File: src/rtl/des_io_pkg.sv
// des_io_pkg
//   Shared definitions for the DES result output path: streamer state
//   encoding, ASCII constants and the default digit count.
//   Configuration macro used by the streamer: HEX_GROUP_SPACE_EN.
package des_io_pkg;

  // Default number of hex digits per DES result word
  localparam int NDIGITS_DEF = 16;

  // ASCII constants
  localparam logic [7:0] ZERO    = 8'h30;
  localparam logic [7:0] UPPER_A = 8'h41;
  localparam logic [7:0] LOWER_A = 8'h61;
  localparam logic [7:0] SPACE   = 8'h20;

  // Streamer state encoding (4-bit codes; unused codes recover to IDLE)
  localparam logic [3:0] ST_IDLE_ENC = 4'd0;
  localparam logic [3:0] ST_LOAD_ENC = 4'd1;
  localparam logic [3:0] ST_SEND_ENC = 4'd2;
  localparam logic [3:0] ST_FIN_ENC  = 4'd3;

  typedef enum logic [3:0] {
    S_IDLE = ST_IDLE_ENC,
    S_LOAD = ST_LOAD_ENC,
    S_SEND = ST_SEND_ENC,
    S_FIN  = ST_FIN_ENC
  } state_t;

endpackage

File: src/rtl/nibble_to_ascii.sv
// nibble_to_ascii
//   Combinational conversion of one 4-bit value to its ASCII hex character.
// Parameters
//   UPPERCASE : 1 -> 'A'..'F', 0 -> 'a'..'f'
// Ports
//   nibble in  4  value to convert
//   ascii  out 8  ASCII character
module nibble_to_ascii
  import des_io_pkg::*;
#(
  parameter bit UPPERCASE = 1'b1
) (
  input  logic [3:0] nibble,
  output logic [7:0] ascii
);

  // Map 0..9 onto '0'..'9' and 10..15 onto the selected letter range
  always_comb begin
    ascii = ZERO;
    if (nibble < 4'd10) begin
      ascii = ZERO + {4'd0, nibble};
    end else if (UPPERCASE) begin
      ascii = UPPER_A + {4'd0, nibble} - 8'd10;
    end else begin
      ascii = LOWER_A + {4'd0, nibble} - 8'd10;
    end
  end

endmodule

File: src/rtl/hex_result_streamer.sv
// hex_result_streamer
//   Captures a DES result word and streams it as ASCII hex characters,
//   most significant nibble first, over a valid/ready character interface.
//   nSent tracks digits accepted by the sink for cursor positioning.
// Configuration
//   HEX_GROUP_SPACE_EN : when defined, an ASCII space is inserted after
//                        digits 4, 8 and 12 (19 characters per word).
// Parameters
//   NDIGITS   : hex digits per word (data width 4*NDIGITS)
//   UPPERCASE : letter case of digits A..F
// Ports
//   clk        in  1          clock, rising edge
//   rst        in  1          asynchronous active-low reset
//   values     in  4*NDIGITS  word to stream, sampled on accepted start
//   start      in  1          stream request, honoured only when idle
//   busy       out 1          high from capture until done
//   char_out   out 8          ASCII character
//   char_valid out 1          char_out is valid
//   char_ready in  1          sink accepts on valid & ready
//   nSent      out 5          hex digits accepted so far
//   done       out 1          one-cycle pulse after the final character
module hex_result_streamer
  import des_io_pkg::*;
#(
  parameter int NDIGITS   = NDIGITS_DEF,
  parameter bit UPPERCASE = 1'b1
) (
  input  logic                 clk,
  input  logic                 rst,
  input  logic [4*NDIGITS-1:0] values,
  input  logic                 start,
  output logic                 busy,
  output logic [7:0]           char_out,
  output logic                 char_valid,
  input  logic                 char_ready,
  output logic [4:0]           nSent,
  output logic                 done
);

  localparam int         W        = 4 * NDIGITS;
  localparam logic [4:0] LAST_IDX = 5'(NDIGITS - 1);

  state_t         state_r, state_nx;
  logic [W-1:0]   shadow_r, shadow_nx;
  logic [4:0]     nsent_r, nsent_nx;
  logic [7:0]     char_r, char_nx;
  logic           valid_r, valid_nx;
  logic           busy_r, busy_nx;
  logic           done_r, done_nx;
  // High while the character in flight is a group separator
  logic           space_r, space_nx;

  logic [7:0]     digit_ascii_s;
  logic [4:0]     next_count_s;
  logic           space_due_s;

  nibble_to_ascii #(
    .UPPERCASE(UPPERCASE)
  ) u_nibble_to_ascii (
    .nibble(shadow_r[W-1 -: 4]),
    .ascii (digit_ascii_s)
  );

  assign next_count_s = nsent_r + 5'd1;

`ifdef HEX_GROUP_SPACE_EN
  // A separator follows every fourth digit except the last one
  assign space_due_s = (next_count_s[1:0] == 2'b00);
`else
  assign space_due_s = 1'b0;
`endif

  // Next-state and next-output computation for the streaming FSM
  always_comb begin
    state_nx  = state_r;
    shadow_nx = shadow_r;
    nsent_nx  = nsent_r;
    char_nx   = char_r;
    valid_nx  = valid_r;
    busy_nx   = busy_r;
    done_nx   = 1'b0;
    space_nx  = space_r;
    case (state_r)
      S_IDLE: begin
        if (start) begin
          shadow_nx = values;
          nsent_nx  = 5'd0;
          busy_nx   = 1'b1;
          space_nx  = 1'b0;
          state_nx  = S_LOAD;
        end else begin
          state_nx  = S_IDLE;
        end
      end
      S_LOAD: begin
        if (space_r) begin
          char_nx = SPACE;
        end else begin
          char_nx = digit_ascii_s;
        end
        valid_nx = 1'b1;
        state_nx = S_SEND;
      end
      S_SEND: begin
        if (valid_r && char_ready) begin
          valid_nx = 1'b0;
          if (space_r) begin
            // Separator accepted: the pending digit is still at the top
            space_nx = 1'b0;
            state_nx = S_LOAD;
          end else begin
            shadow_nx = {shadow_r[W-5:0], 4'h0};
            nsent_nx  = next_count_s;
            if (nsent_r == LAST_IDX) begin
              state_nx = S_FIN;
            end else begin
              space_nx = space_due_s;
              state_nx = S_LOAD;
            end
          end
        end else begin
          state_nx = S_SEND;
        end
      end
      S_FIN: begin
        done_nx  = 1'b1;
        busy_nx  = 1'b0;
        state_nx = S_IDLE;
      end
      default: begin
        valid_nx = 1'b0;
        busy_nx  = 1'b0;
        space_nx = 1'b0;
        state_nx = S_IDLE;
      end
    endcase
  end

  // State and output registers; reset aborts any stream in progress
  always_ff @(posedge clk or negedge rst) begin
    if (!rst) begin
      state_r  <= S_IDLE;
      shadow_r <= '0;
      nsent_r  <= 5'd0;
      char_r   <= 8'h00;
      valid_r  <= 1'b0;
      busy_r   <= 1'b0;
      done_r   <= 1'b0;
      space_r  <= 1'b0;
    end else begin
      state_r  <= state_nx;
      shadow_r <= shadow_nx;
      nsent_r  <= nsent_nx;
      char_r   <= char_nx;
      valid_r  <= valid_nx;
      busy_r   <= busy_nx;
      done_r   <= done_nx;
      space_r  <= space_nx;
    end
  end

  assign busy       = busy_r;
  assign char_out   = char_r;
  assign char_valid = valid_r;
  assign nSent      = nsent_r;
  assign done       = done_r;

endmodule
File: config.mk
export PLATFORM = sky130hd
export DESIGN_NAME = hex_result_streamer
export DESIGN_NICKNAME = d
export VERILOG_FILES = /design/src/rtl/des_io_pkg.sv /design/src/rtl/nibble_to_ascii.sv /design/src/rtl/hex_result_streamer.sv
export SDC_FILE = /design/constraint.sdc
export NUM_CORES = 1
export LEC_CHECK = 0
export ABC_AREA = 1
export BUFFER_PORTS_ARGS = -buffer_cell sky130_fd_sc_hd__buf_4
export CORE_ASPECT_RATIO = 0.5
export CORE_MARGIN = 2
export CORE_UTILIZATION = 45
export CTS_CLUSTER_DIAMETER = 200
export DETAILED_ROUTE_END_ITERATION = 10
export PLACE_DENSITY = 0.68
export SLEW_MARGIN = 20
export SYNTH_ARGS = -nofsm -noshare
export SYNTH_HDL_FRONTEND = slang
export SYNTH_SLANG_ARGS = --single-unit
File: constraint.sdc
create_clock -name clk -period 1.9 [get_ports clk]
set_input_delay 0.285 -clock clk [delete_from_list [all_inputs] [get_ports clk]]
set_output_delay 0.285 -clock clk [all_outputs]
set_load 0.02 [all_outputs]
; After elaboration in Yosys (flattened, before gate mapping)
; Index checks and enable logic that the tools add are counted.
[op_classes]
eq_ne = 7
n_reduce_logical = 10
multipliers = 0
shift = 0
mux = 22
addsub = 4
bitwise = 3
magnitude_cmp = 1
div_mod_pow = 0
[ops]
columns = cell, count
row1 = $mux W64, 3
row2 = $pmux W64 S2, 1
row3 = $mux W8, 2
row4 = $mux W5, 3
row5 = $pmux W4 S3, 1
row6 = $pmux W5 S2, 1
row7 = $add A7 B4 Y8 const A, 1
row8 = $eq A4 B2 Y1 const B, 2
row9 = $sub A8 B4 Y8 const B, 1
row10 = $add A6 B4 Y7 const A, 1
row11 = $ne A2 B2 Y1 const B, 3
row12 = $pmux W1 S3, 2
row13 = $reduce_or A2 Y1, 3
row14 = $add A5 B1 Y5 const B, 1
row15 = $eq A5 B4 Y1 const B, 1
row16 = $mux W1, 5
row17 = $eq A4 B1 Y1 const B, 1
row18 = $logic_not A4 Y1, 1
row19 = $lt A4 B4 Y1 const B, 1
row20 = $mux W2, 2
row21 = $mux W4, 1
row22 = $reduce_and A2 Y1, 2
row23 = $reduce_and A4 Y1, 1
row24 = $not A1 Y1, 3
row25 = other kinds (4), 4
[totals]
latchBits = 0
out_inout_bits = 16
in_bits = 68
ram_bits = 0
mem_bits_ro = 0
wordCells = 55
n_memories = 0
regBits = 85

; Depth between registers and ports, before layout
[depth]
word_depth = 5
depth_mapped = 11

; By module
; From an unflattened synthesis, not the netlist that was laid out.
[unflattened]
cells_unflattened = 592
area_unflattened_um2 = 4246.6
[modules_own_cells]
columns = module, cells_each, instances, area_each_um2
row1 = hex_result_streamer, 567, 1, 4122.7
row2 = nibble_to_ascii, 25, 1, 123.9

; Worst setup path before layout
; Ideal clock, no wire load.
[synth_path]
path_kind = flip-flop to flip-flop
startpoint = register state_r[0]
endpoint = register shadow_r[25]
t_arrival_ns = 1.379
path_stages_with_launch = 9
n_path_buf = 2
path_slack_ns = 0.391
period_less_slack_ns = 1.509
required_ns = 1.770
setup_ns = 0.130
cell_sequence = dfrtp_1 -> inv_1 -> ha_1 -> inv_1 -> buf_2 -> buf_2 -> o21ai_0 -> nand2_1 -> o21ai_0
[synth_via]
elab_chain_len = 3
word_cells_on_any_way = 8
cone_classes = 4 x eq/ne / 1 x mux / 3 x reduce/logical
[synth_rtl]
columns = element, line_no
row1 = start: declaration, hex_result_streamer.sv:43  ; state_t state_r, state_nx;
row2 = start signal: assignment, hex_result_streamer.sv:151  ; state_r <= state_nx;
row3 = $eq A4 B2 Y1 / $logic_not A4 Y1 (equally long branches), hex_result_streamer.sv:83  ; case (state_r)
row4 = $ne A2 B2 Y1 (no source line) / $reduce_bool A2 Y1 (equally long branches), n/a
row5 = $reduce_and A4 Y1 (no source line), n/a
row6 = end signal: assignment, hex_result_streamer.sv:152  ; shadow_r <= shadow_nx;
row7 = end: declaration, hex_result_streamer.sv:44  ; logic [W-1:0] shadow_r, shadow_nx;
; Several ways; a longest one is shown, not always the timed one.
; A chain may end at the register's enable or synchronous reset.

; Worst setup path in the final report
[layout_path]
startpoint = register state_r[0]
endpoint = register shadow_r[24]
; Same word-level chain as after synthesis.

==> results.yml <==
route:
  wire_per_inst_um: 11.9
  vias: 3352
  postRouteWirelength_mm: 8.49
  drt_iter0_drc: 189
  ant_nets: 0
  drc: 0
  firstDrtPassIters: 4
  via_per_inst: 4.69
yosys:
  syn_nets: 593
  postSynthAreaPerCell_um2: 7.70
  synth_cell_types: 21
  yosysWarnings: 0
  synthCells: 517
  synth_seq_cells: 81
  yosysSeqAreaShare_pct: 50.9
  syn_area_mm2: 0.00398
global_route:
  grt_pass1_wl_mm: 14.8
  antenna_found_initial: 0
  grt_overflow_total: 0
  grt_usage_pct: 19.5
  grt_max_degree: 47
  grt_pass1_vias: 3300
placed_design:
  place.gp.congestion: 0.823
  io_buffers: 82
  hpwl_mm: 6.01
  postPlaceCellArea_mm2: 0.00474
  preCtsSetupSlack_ns: 0.209
setup_path:
  end_kind: "register"
  cp-start-kind: "register"
  crit_path_max_fanout: 34
  reg2reg_depth: 9
  critPathKind: "register to register"
  crit_start: "state_r[0]"
  crit-reg2reg-launch: "state_r[0]"
  reg2reg_slack_ns: 0.22
  cp.arrival_ns: 1.92
  required_ns: 2.14
sta:
  fin_setup_tns_ns: 0
  whs_ns: 0.206
  slew_violations: 0
  rsz0062_at_grt: "no"
  max_freq_mhz: 596
  fin_crit_sh_pct: 88.4
  setup_viol: 0
  clock_skew_ns: 0.00430
  finalHoldViolations: 0
  fin_crit_ns: 1.68
  worst_slack_ns: 0.221
power_and_ir_drop:
  powerDensity_mw_per_mm2: 676
  p_total_mw: 3.38
  peakVddDrop_mv: 0.455
  leakagePower_nw: 2.50
floorplanning:
  row_count: 24
  die_area_mm2: 0.00966
  chipHeight_um: 70.5
  core_area_mm2: 0.00865
  start_util_pct: 46.0
  die_w_um: 137
  ios: 84
layout:
  nFillCells: 830
  layout_common_cells: "188 x nand2_1, 103 x o21ai_0, 87 x buf_4"
  areaGrowthSynthToFinish_pct: 25.7
  design_area_mm2: 0.00500
  final_common_cell: "nand2_1"
  num-nets-final: 671
  final_layout_size_suffix_gt1_share_pct: 18.9
  num_antenna_cells: 0
clocking:
  clockBufferDepth: 2
  clkSlewWorstSetupHoldPaths_ns: 0.06
  insertion_delay_ns: 0.33
  cts_max_level: 3
  clock-sinks: 81
  clock-root-buffer: "clkbuf_16"
  tritoncts: "built"
  cts_buffers: 9
  cts_setup_buffers: 0
worst_hold_path:
  min_path_cells: 3
  hold_path.class: "primary input to register"
  min_from: "values[3]"
run:
  drv_cap: 0
run_status:
  outcome: "finished, final reports clean"
## repair_timing
| item | CTS | global route |
|---|---|---|
| gates resized for setup | 0 | 1 |
| hold buffers | 1 | 0 |
| endpoints found under the hold margin | 32 | 0 |
| setup endpoints to repair | 0 | 1 |
## cell usage after synthesis, drive strengths merged
master  instances  area (µm²)
dfrtp          81        2030
ha              8         100
nand4           1        6.26
a21oi           7        35.0
or2             2        12.5
nor2            4        15.0
conb            1        3.75
a22oi           1        7.51
buf            18         126
nand2         190         723
clkinv          1        3.75
inv            70         265
nand3           8        40.0
o21ai         116         581
clkbuf          9        33.8
## registers in the layout (all words and copies together) (netlist names)
signal / count
shadow_r: 64
done: 1
char_out: 7
state_r: 2
nSent: 5
char_valid: 1
busy: 1
## area by class of cell
| cell class | count | area (µm²) | share of cell area (%) |
|---|---|---|---|
| clock buffers | 9 | 225 | 4.50 |
| clock inverters | 5 | 25.0 | 0.500 |
| inverters | 71 | 272 | 5.43 |
| multi-input cells | 338 | 1520 | 30.5 |
| flip-flops and latches | 81 | 2030 | 40.5 |
| well taps | 117 | 146 | 2.93 |
| repair buffers | 94 | 783 | 15.7 |
## power breakdown
group          internal [mW]  switching (mW)  leakage [nW]  total [mW]
sequential              1.73               0         0.808        1.73
combinational         0.0928          0.0580          1.56       0.151
clock                  0.857           0.648         0.130        1.50
total                   2.68           0.706          2.50        3.38
## logic make-up (layout without fill, tap and decap cells)
group	after synthesis	in the layout	share of synthesized area, %
other cells	1	1	0.0942
fa+ha+maj	8	8	2.52
simple gates	205	205	20.0
buf+inv	98	179	10.8
compound gates	124	124	15.7
flops	81	81	50.9
## path summary, 6_finish.rpt
path,to
worst max register to register,shadow_r[24]
worst max-delay path,shadow_r[24]
worst min register to register,char_out[4]
worst min-delay path,shadow_r[3]
max in group asynchronous,shadow_r[14]
min in group asynchronous,char_out[6]
## worst max-delay path, stage by stage, from the launching register on
cell and delay (ns):
dfrtp_1 0.37, inv_1 0.08, ha_1 0.31, nand2_1 0.11, nand2_2 0.11, nand2_4 0.07, inv_6 0.16, buf_12 0.20
nand2_1 0.08, o21ai_0 0.09
## through the flow
step / std cells / util [%]
after global placement: 700 / 54.8
final: 715 / 57.8
after detailed placement: 700 / 54.8
after floorplan: 517 / -
after global routing: 715 / 57.8
after CTS: 715 / 57.8
## metal layers
metal	vias to the layer above	wire length (µm)	track usage [%]	part of all wire (%)
met5	-	0	0	0
met4	0	38	5.61	0.45
met3	4	395	5.95	4.7
met2	59	3870	30.6	46
met1	1530	4180	26.4	49
li1	1759	-	-	-
(Power assumes the default switching activity.)
